==> config.mk <==
export PLATFORM = sky130hd
export DESIGN_NAME = icmp_echo_filter
export DESIGN_NICKNAME = d
export VERILOG_FILES = /design/src/rtl/icmp_echo_filter.sv
export SDC_FILE = /design/constraint.sdc
export NUM_CORES = 1
export LEC_CHECK = 0
export CORE_MARGIN = 8
export CORE_UTILIZATION = 40
export CTS_BUF_LIST = sky130_fd_sc_hd__clkbuf_4 sky130_fd_sc_hd__clkbuf_8 sky130_fd_sc_hd__clkbuf_16
export CTS_CLUSTER_SIZE = 16
export DETAILED_ROUTE_END_ITERATION = 6
export GPL_TIMING_DRIVEN = 0
export PLACE_DENSITY = 0.57
export SLEW_MARGIN = 20
export SYNTH_ARGS = -nofsm -noshare
export SYNTH_HDL_FRONTEND = slang
export SYNTH_SLANG_ARGS = --single-unit
==> constraint.sdc <==
create_clock -name clk -period 7.3 [get_ports clk]
set_clock_uncertainty 0.2 [all_clocks]
set_input_delay 1.46 -clock clk [delete_from_list [all_inputs] [get_ports clk]]
set_output_delay 1.46 -clock clk [all_outputs]
set_load 0.1 [all_outputs]
==> src/rtl/icmp_echo_filter.sv <==
// Ingress classifier: buffers the IPv4 + first ICMP header words of each packet and
// forwards only well-formed ICMP Echo Requests that fit the reply stage; drops and counts the rest.
module icmp_echo_filter #(
  parameter  int MAX_WORDS = 32,
  localparam int HDR_WORDS = 6
) (
  input  logic        clk,
  input  logic        reset_n,
  input  logic [31:0] stream_in_data,
  input  logic [1:0]  stream_in_empty,
  input  logic        stream_in_valid,
  input  logic        stream_in_startofpacket,
  input  logic        stream_in_endofpacket,
  output logic        stream_in_ready,
  output logic [31:0] stream_out_data,
  output logic [1:0]  stream_out_empty,
  output logic        stream_out_valid,
  output logic        stream_out_startofpacket,
  output logic        stream_out_endofpacket,
  input  logic        stream_out_ready,
  output logic [15:0] accept_count,
  output logic [15:0] drop_count
);

  localparam logic [16:0] MAX_BYTES = 17'(MAX_WORDS * 4);
  localparam logic [2:0]  LAST_HDR  = 3'(HDR_WORDS - 1);

  typedef enum logic [2:0] {
    IDLE, HDR, DECIDE, FWD_HDR, FWD_BODY, DROP
  } state_t;

  state_t      state_q, state_d;
  logic [2:0]  hdr_cnt_q, hdr_cnt_d;
  logic [2:0]  tx_cnt_q, tx_cnt_d;
  logic        eop_seen_q, eop_seen_d;
  logic [1:0]  empty_saved_q, empty_saved_d;
  logic        ready_en_q;
  logic        out_valid_q, out_valid_d;
  logic        out_sop_q, out_sop_d;
  logic        out_eop_q, out_eop_d;
  logic [31:0] out_data_q, out_data_d;
  logic [1:0]  out_empty_q, out_empty_d;
  logic [15:0] accept_q, accept_d;
  logic [15:0] drop_q, drop_d;

  logic [31:0] hdr_buf [HDR_WORDS];
  logic        buf_we;
  logic [2:0]  buf_idx;

  logic        in_fire, out_fire, body_pass, pass;
  logic [2:0]  tx_next;
  logic [7:0]  ver_ihl, protocol, icmp_type;
  logic [15:0] total_len;

  assign ver_ihl   = hdr_buf[0][7:0];
  assign total_len = {hdr_buf[0][23:16], hdr_buf[0][31:24]};
  assign protocol  = hdr_buf[2][15:8];
  assign icmp_type = hdr_buf[5][7:0];
  assign pass = (ver_ihl == 8'h45) && (protocol == 8'h01) && (icmp_type == 8'h08) &&
                ({1'b0, total_len} <= MAX_BYTES) && (total_len >= 16'd24);

  assign body_pass = (state_q == FWD_BODY);
  assign tx_next   = tx_cnt_q + 3'd1;

  // ready_en_q keeps the input closed until the first clock after reset release
  always_comb begin
    case (state_q)
      IDLE, HDR, DROP: stream_in_ready = ready_en_q;
      FWD_BODY:        stream_in_ready = stream_out_ready;
      default:         stream_in_ready = 1'b0;
    endcase
  end

  // Body words bypass the registers; header words come from the output registers
  assign stream_out_valid         = body_pass ? stream_in_valid : out_valid_q;
  assign stream_out_data          = body_pass ? stream_in_data : out_data_q;
  assign stream_out_empty         = body_pass ? (stream_in_endofpacket ? stream_in_empty : 2'd0)
                                              : out_empty_q;
  assign stream_out_startofpacket = body_pass ? 1'b0 : out_sop_q;
  assign stream_out_endofpacket   = body_pass ? stream_in_endofpacket : out_eop_q;
  assign accept_count             = accept_q;
  assign drop_count               = drop_q;

  assign in_fire  = stream_in_valid && stream_in_ready;
  assign out_fire = stream_out_valid && stream_out_ready;

  always_comb begin
    state_d       = state_q;
    hdr_cnt_d     = hdr_cnt_q;
    tx_cnt_d      = tx_cnt_q;
    eop_seen_d    = eop_seen_q;
    empty_saved_d = empty_saved_q;
    out_valid_d   = out_valid_q;
    out_sop_d     = out_sop_q;
    out_eop_d     = out_eop_q;
    out_data_d    = out_data_q;
    out_empty_d   = out_empty_q;
    accept_d      = accept_q;
    drop_d        = drop_q;
    buf_we        = 1'b0;
    buf_idx       = hdr_cnt_q;

    case (state_q)
      IDLE: begin
        if (in_fire && stream_in_startofpacket) begin
          if (stream_in_endofpacket) begin
            drop_d = drop_q + 16'd1;
          end else begin
            buf_we    = 1'b1;
            buf_idx   = 3'd0;
            hdr_cnt_d = 3'd1;
            state_d   = HDR;
          end
        end
      end
      HDR: begin
        if (in_fire) begin
          buf_we = 1'b1;
          if (hdr_cnt_q == LAST_HDR) begin
            eop_seen_d    = stream_in_endofpacket;
            empty_saved_d = stream_in_empty;
            state_d       = DECIDE;
          end else if (stream_in_endofpacket) begin
            drop_d  = drop_q + 16'd1;
            state_d = IDLE;
          end else begin
            hdr_cnt_d = hdr_cnt_q + 3'd1;
          end
        end
      end
      DECIDE: begin
        if (pass) begin
          accept_d    = accept_q + 16'd1;
          tx_cnt_d    = 3'd0;
          out_valid_d = 1'b1;
          out_data_d  = hdr_buf[0];
          out_sop_d   = 1'b1;
          out_eop_d   = 1'b0;
          out_empty_d = 2'd0;
          state_d     = FWD_HDR;
        end else begin
          drop_d  = drop_q + 16'd1;
          state_d = eop_seen_q ? IDLE : DROP;
        end
      end
      FWD_HDR: begin
        if (out_fire) begin
          if (tx_cnt_q == LAST_HDR) begin
            out_valid_d = 1'b0;
            out_sop_d   = 1'b0;
            out_eop_d   = 1'b0;
            out_data_d  = 32'd0;
            out_empty_d = 2'd0;
            state_d     = eop_seen_q ? IDLE : FWD_BODY;
          end else begin
            tx_cnt_d    = tx_next;
            out_data_d  = hdr_buf[tx_next];
            out_sop_d   = 1'b0;
            out_eop_d   = (tx_next == LAST_HDR) && eop_seen_q;
            out_empty_d = ((tx_next == LAST_HDR) && eop_seen_q) ? empty_saved_q : 2'd0;
          end
        end
      end
      FWD_BODY, DROP: begin
        if (in_fire && stream_in_endofpacket) state_d = IDLE;
      end
      default: state_d = IDLE;
    endcase
  end

  always_ff @(posedge clk or negedge reset_n) begin
    if (!reset_n) begin
      state_q       <= IDLE;
      hdr_cnt_q     <= 3'd0;
      tx_cnt_q      <= 3'd0;
      eop_seen_q    <= 1'b0;
      empty_saved_q <= 2'd0;
      ready_en_q    <= 1'b0;
      out_valid_q   <= 1'b0;
      out_sop_q     <= 1'b0;
      out_eop_q     <= 1'b0;
      out_data_q    <= 32'd0;
      out_empty_q   <= 2'd0;
      accept_q      <= 16'd0;
      drop_q        <= 16'd0;
    end else begin
      state_q       <= state_d;
      hdr_cnt_q     <= hdr_cnt_d;
      tx_cnt_q      <= tx_cnt_d;
      eop_seen_q    <= eop_seen_d;
      empty_saved_q <= empty_saved_d;
      ready_en_q    <= 1'b1;
      out_valid_q   <= out_valid_d;
      out_sop_q     <= out_sop_d;
      out_eop_q     <= out_eop_d;
      out_data_q    <= out_data_d;
      out_empty_q   <= out_empty_d;
      accept_q      <= accept_d;
      drop_q        <= drop_d;
    end
  end

  // Header storage carries no reset: contents are only read after being written
  always_ff @(posedge clk) begin
    if (buf_we) hdr_buf[buf_idx] <= stream_in_data;
  end

endmodule

Yosys cells after proc, flatten, opt, wreduce, memory -nomap -nowiden

Memories as Yosys holds them, arrays and structs flattened.
Index checks and enable logic that the tools add are counted.
Widths: inputs -> output; s select.

Add/sub/neg operators: 4
Equality and inequality tests: 23
Order comparisons: 2
Muxes and demuxes: 61
Reduce and logical (&&, ||, !) cells: 23

Operators by type and width:

| cell                  | count |
|---|---|
| $mux 32               | 4 |
| $mux 16               | 5 |
| $pmux 32 s2           | 1 |
| $mux 3                | 20 |
| $pmux 16 s3           | 1 |
| $add 16x1->16 const B | 2 |
| $ne 2x2->1 const B    | 11 |
| $ge 16x5->1 const B   | 1 |
| $le 16x8->1 const B   | 1 |
| $eq 3x3->1 const B    | 5 |
| $mux 1                | 15 |
| $pmux 3 s5            | 1 |
| $mux 2                | 6 |
| $pmux 3 s2            | 2 |
| $pmux 1 s2            | 5 |
| $logic_and 1x1->1     | 9 |
| $eq 8x1->1 const B    | 1 |
| $eq 8x4->1 const B    | 1 |
| $eq 8x7->1 const B    | 1 |
| $reduce_and 4->1      | 2 |
| $reduce_and 7->1      | 1 |
| $add 3x1->3 const B   | 2 |
| $eq 3x2->1 const B    | 2 |
| $reduce_and 3->1      | 2 |
| 11 further kinds      | 12 |

Bits in writable memories: 192
Memories: 1
Output and inout port bits: 70
Register bits after elaboration: 82

Memory list:

| name    | depth | bits a word | rd ports | clocked after memory_dff | wr ports | line | text |
|---|---|---|---|---|---|---|---|
| hdr_buf | 6     | 32          | 4        | 0                        | 1        | 46   | `logic [31:0] hdr_buf [HDR_WORDS];` |

Depth between registers and ports, before layout

Depth in word-level cells: 9
Depth in mapped cells: 8
Depth with buffers taken out: 7

Least setup slack after synthesis

No wires, ideal clock.

Path kind: register to output
From: register state_q[1]
To: output stream_out_empty[0]
Data arrival time: 3.246 ns
Slack: 2.394 ns
Path buffers: 3
Stages on the path, launching flop included: 6
Required time: 5.640 ns
Cells stage by stage: dfrtp_1 > buf_2 > nor3b_1 > clkbuf_1 > clkbuf_1 > o21ai_0

Longest elaborated chain between the ends: 2

Ends and longest elaborated chain:

| what                   | line | text |
|---|---|---|
| from (decl)            | 32   | `state_t state_q, state_d;` |
| from (signal assigned) | 187  | `state_q <= state_d;` |
| $eq 3x3->1             | 62   | `assign body_pass = (state_q == FWD_BODY);` |
| $mux 2                 | 77   | `assign stream_out_empty = body_pass ? (stream_in_endofpacket ? stream_in_empty : 2'd0)` |
| to (decl)              | 16   | `output logic [1:0] stream_out_empty,` |

No other way between the ends.

Worst setup path in the final report

From: register state_q[0]
To: output stream_out_data[16]

Longest elaborated chain between the ends: 2

Ends and longest elaborated chain:

| what       | line | text |
|---|---|---|
| $eq 3x3->1 | 62   |  |
| $mux 32    | 76   | `assign stream_out_data = body_pass ? stream_in_data : out_data_q;` |
| to (decl)  | 15   | `output logic [31:0] stream_out_data,` |

No other way between the ends.

==> results.sh <==
export IMPL_required_ps=5640
export IMPL_hp_class="reg -> reg"
export IMPL_fillers=2585
export IMPL_arrival_ps=4400
export IMPL_drtAntennaViolNets=0
export IMPL_syn_to_final_growth_pct=24.6
export IMPL_htree_levels=1
export IMPL_layout_commonest_cell="edfxtp_1"
export IMPL_finalCritPeriodShare_pct=83.0
export IMPL_ios=110
export IMPL_hp_start="drop_count[15]"
export IMPL_cts_resized=0
export IMPL_comb_power_share_pct=19.1
export IMPL_pwr_share_clk_pct=38.2
export IMPL_timing_hold_ws_ps=272
export IMPL_port_buffer_count=108
export IMPL_cts_tree="done"
export IMPL_critical_path_endpoint_type="output port"
export IMPL_start_kind="register"
export IMPL_power_density_nw_per_um2=293
export IMPL_finalWirelength_um=32000
export IMPL_power_w=0.00438
export IMPL_clock_root_buffer="clkbuf_16"
export IMPL_synth_fp_nets=899
export IMPL_via_per_inst=5.54
export IMPL_timing_rr_end="out_data_q[16]"
export IMPL_path_class="reg -> out"
export IMPL_holdPathStages=1
export IMPL_whs_endpoint="drop_count[15]"
export IMPL_drc=0
export IMPL_drive_gt1_share_pct=15.2
export IMPL_fin_crit_ps=6060
export IMPL_initial_core_util_pct=40.6
export IMPL_r2r_slack_ps=3990
export IMPL_clkLatencyLatePin_ps=550
export IMPL_maxSlewViolCount=0
export IMPL_switching_power_w=0.00127
export IMPL_maxCapViolCount=0
export IMPL_numCtsBuffers=30
export IMPL_finalSetupViolCount=0
export IMPL_drtPass1Iterations=6
export IMPL_dieWidth_um=189
export IMPL_stdcell_area_um2=14900
export IMPL_grt_max_degree=71
export IMPL_nNetsFinal=1054
export IMPL_grt_total_usage_pct=17.8
export IMPL_reg2reg_depth=8
export IMPL_grt_overflow=0
export IMPL_dp_hpwl_um=21500
export IMPL_seqPwrFrac_pct=42.7
export IMPL_clk_path_buf_depth=3
export IMPL_finalHoldViolations=0
export IMPL_die_height_um=189
export IMPL_ys_warn_count=0
export IMPL_outcome="finished clean"
export IMPL_grt_setup_unrepaired="no"
export IMPL_avgSynthCellArea_um2=14.1
export IMPL_fmax_mhz=165
export IMPL_ys_seq_area_share_pct=65.2
export IMPL_core_um2=29600
export IMPL_synth_area_um2=12000
export IMPL_syn_inst=852
export IMPL_vias=7866
export IMPL_power_leakage_nw=5.08
export IMPL_path_clk_slew_ps=60
export IMPL_grt_pass1_wl_um=49800
export IMPL_routabilityCongestion=0.835
export IMPL_route_detailed_wl_per_inst_um=22.5
export IMPL_rr_startpoint="tx_cnt_q[0]"
export IMPL_post_dp_cell_area_um2=13800
export IMPL_ys_ff_latch=274
export IMPL_die_area_um2=35800
export IMPL_vdd_drop_max_v=0.000218
export IMPL_clock_sinks=274
export IMPL_max_slew_margin_pct=28.8
export IMPL_row_count=63
export IMPL_worst_slew_pin_slew_ps=1070
export IMPL_worst_path_max_fanout=10
export IMPL_drt_iter0_drc=542
export IMPL_antenna_cells=0
export IMPL_grt_pass1_vias=8197
export IMPL_post_cts_setup_buffers=0
export IMPL_p_sw_share_pct=29.0
export IMPL_final_cell_mix="192 x edfxtp_1, 107 x clkdlybuf4s50_1, 82 x dfrtp_1"
export IMPL_antenna_found_initial=0
export IMPL_synth_cell_types=50
export IMPL_power_internal_w=0.00311
export IMPL_ctsHoldBuffers=0
-- synth_stat cells, drive strengths merged --
master     n  area share, %
or3b       1          0.073
mux2      37            3.5
nor3      15           0.63
o2bb2ai   33            2.4
xnor2     17            1.2
o31ai      3           0.19
conb       1          0.031
or2        1          0.052
a21boi     1          0.063
a31o       1          0.073
or3        2           0.10
o21ai     12           0.50
nor4      10           0.52
nor3b      2           0.13
nor2      81            2.5
a21o       1          0.063
nand2     27           0.84
o2111ai    1          0.073
inv       12           0.38
a2111oi   33            2.4
and3b      1          0.073
a21oi      4           0.17
nand4      9           0.47
and2       5           0.26
nand2b     2           0.17
and3       7           0.37
dfrtp     82             17
clkbuf    35            1.1
nand3     67            2.8
nor4bb     2           0.17
nor4b      3           0.22
o41ai     33            4.2
edfxtp   192             48
o211ai     1          0.063
ha         7           0.73
buf       19           0.91
mux2i     68            5.7
xor2      15            1.1
o21a       1          0.063
or4        2           0.16
nor2b      2           0.10
o211a      1          0.083
and4       2           0.15
nand4bb    1          0.094
-- cell families after synthesis --
family	count (synthesis)	share of synthesized area (%)
xor+xnor	32	2.34
mux	105	9.15
fa+ha+maj	7	0.730
compound gates	125	10.3
buf+inv	66	2.38
simple gates	242	9.90
flops	274	65.2
other cells	1	0.0313
-- sequential cells by signal, indices dropped and copies added, names as in the netlist --
| signal | count |
|---|---|
| out_valid_q | 1 |
| state_q | 3 |
| eop_seen_q | 1 |
| out_data_q | 32 |
| accept_count | 16 |
| out_eop_q | 1 |
| hdr_cnt_q | 3 |
| ready_en_q | 1 |
| drop_count | 16 |
| tx_cnt_q | 3 |
| hdr_buf | 192 |
| out_sop_q | 1 |
| out_empty_q | 2 |
| empty_saved_q | 2 |
-- worst max-delay path, stage by stage, from the launching register on --
cell and delay, ps:
dfrtp_1 360, clkbuf_1 200, nor3b_1 470, clkbuf_1 660
buf_1 680, mux2_2 290, clkdlybuf4s50_1 1190
-- cell type report --
| cell class | instances | area [um^2] | area share, % |
|---|---|---|---|
| Tap cell | 390 | 488 | 3.26 |
| Sequential cell | 274 | 7820 | 52.3 |
| Clock inverter | 12 | 185 | 1.24 |
| Inverter | 12 | 45.0 | 0.301 |
| Buffer | 54 | 240 | 1.61 |
| Timing Repair Buffer | 123 | 1290 | 8.61 |
| Clock buffer | 44 | 936 | 6.26 |
| Multi-Input combinational cell | 512 | 3950 | 26.4 |
-- worst max path at each step --
stage / startpoint / to / slack, ps
finish: state_q[0] / stream_out_data[16] / 1240
global route: state_q[0] / stream_out_data[16] / 920
CTS: state_q[0] / stream_out_data[16] / 1130
detailed placement: state_q[0] / stream_out_data[16] / 1740
global placement: stream_in_valid / hdr_buf[4][3] / -290
floorplan: state_q[1] / stream_out_empty[0] / 2390
-- per-stage QoR --
step / setup TNS (ps) / instances / worst slack [ps] / util (%)
2_1_floorplan: 0 / 852 / 2390 / -
3_3_place_gp: -13310 / 1350 / -285 / 45.9
3_5_place_dp: 0 / 1365 / 1740 / 46.8
4_1_cts: 0 / 1421 / 1130 / 50.6
5_1_grt: 0 / 1421 / 915 / 50.6
6_report: 0 / 1421 / 1240 / 50.6
-- power by group through the flow --
| stage | sequential (W) | clock, W | combinational [W] |
|---|---|---|---|
| 6_report | 0.00187 | 0.00167 | 0.000837 |
| 5_1_grt | 0.00188 | 0.00177 | 0.000896 |
| 4_1_cts | 0.00187 | 0.00170 | 0.000847 |
| 3_5_place_dp | 0.00190 | 0 | 0.000845 |
| 3_3_place_gp | 0.00191 | 0 | 0.000804 |
| 2_1_floorplan | 0.00196 | 0 | 0.000501 |
-- per-layer routing --
metal  GRT usage, %  vias up  share of wire [%]
li1               -     3616                  -
met1           24.4     3943                 45
met2           27.6      264                 45
met3           4.93       43                8.2
met4           4.72        0                1.9
met5              0        -                  0
No activity file was read; power rests on OpenSTA's default activity.
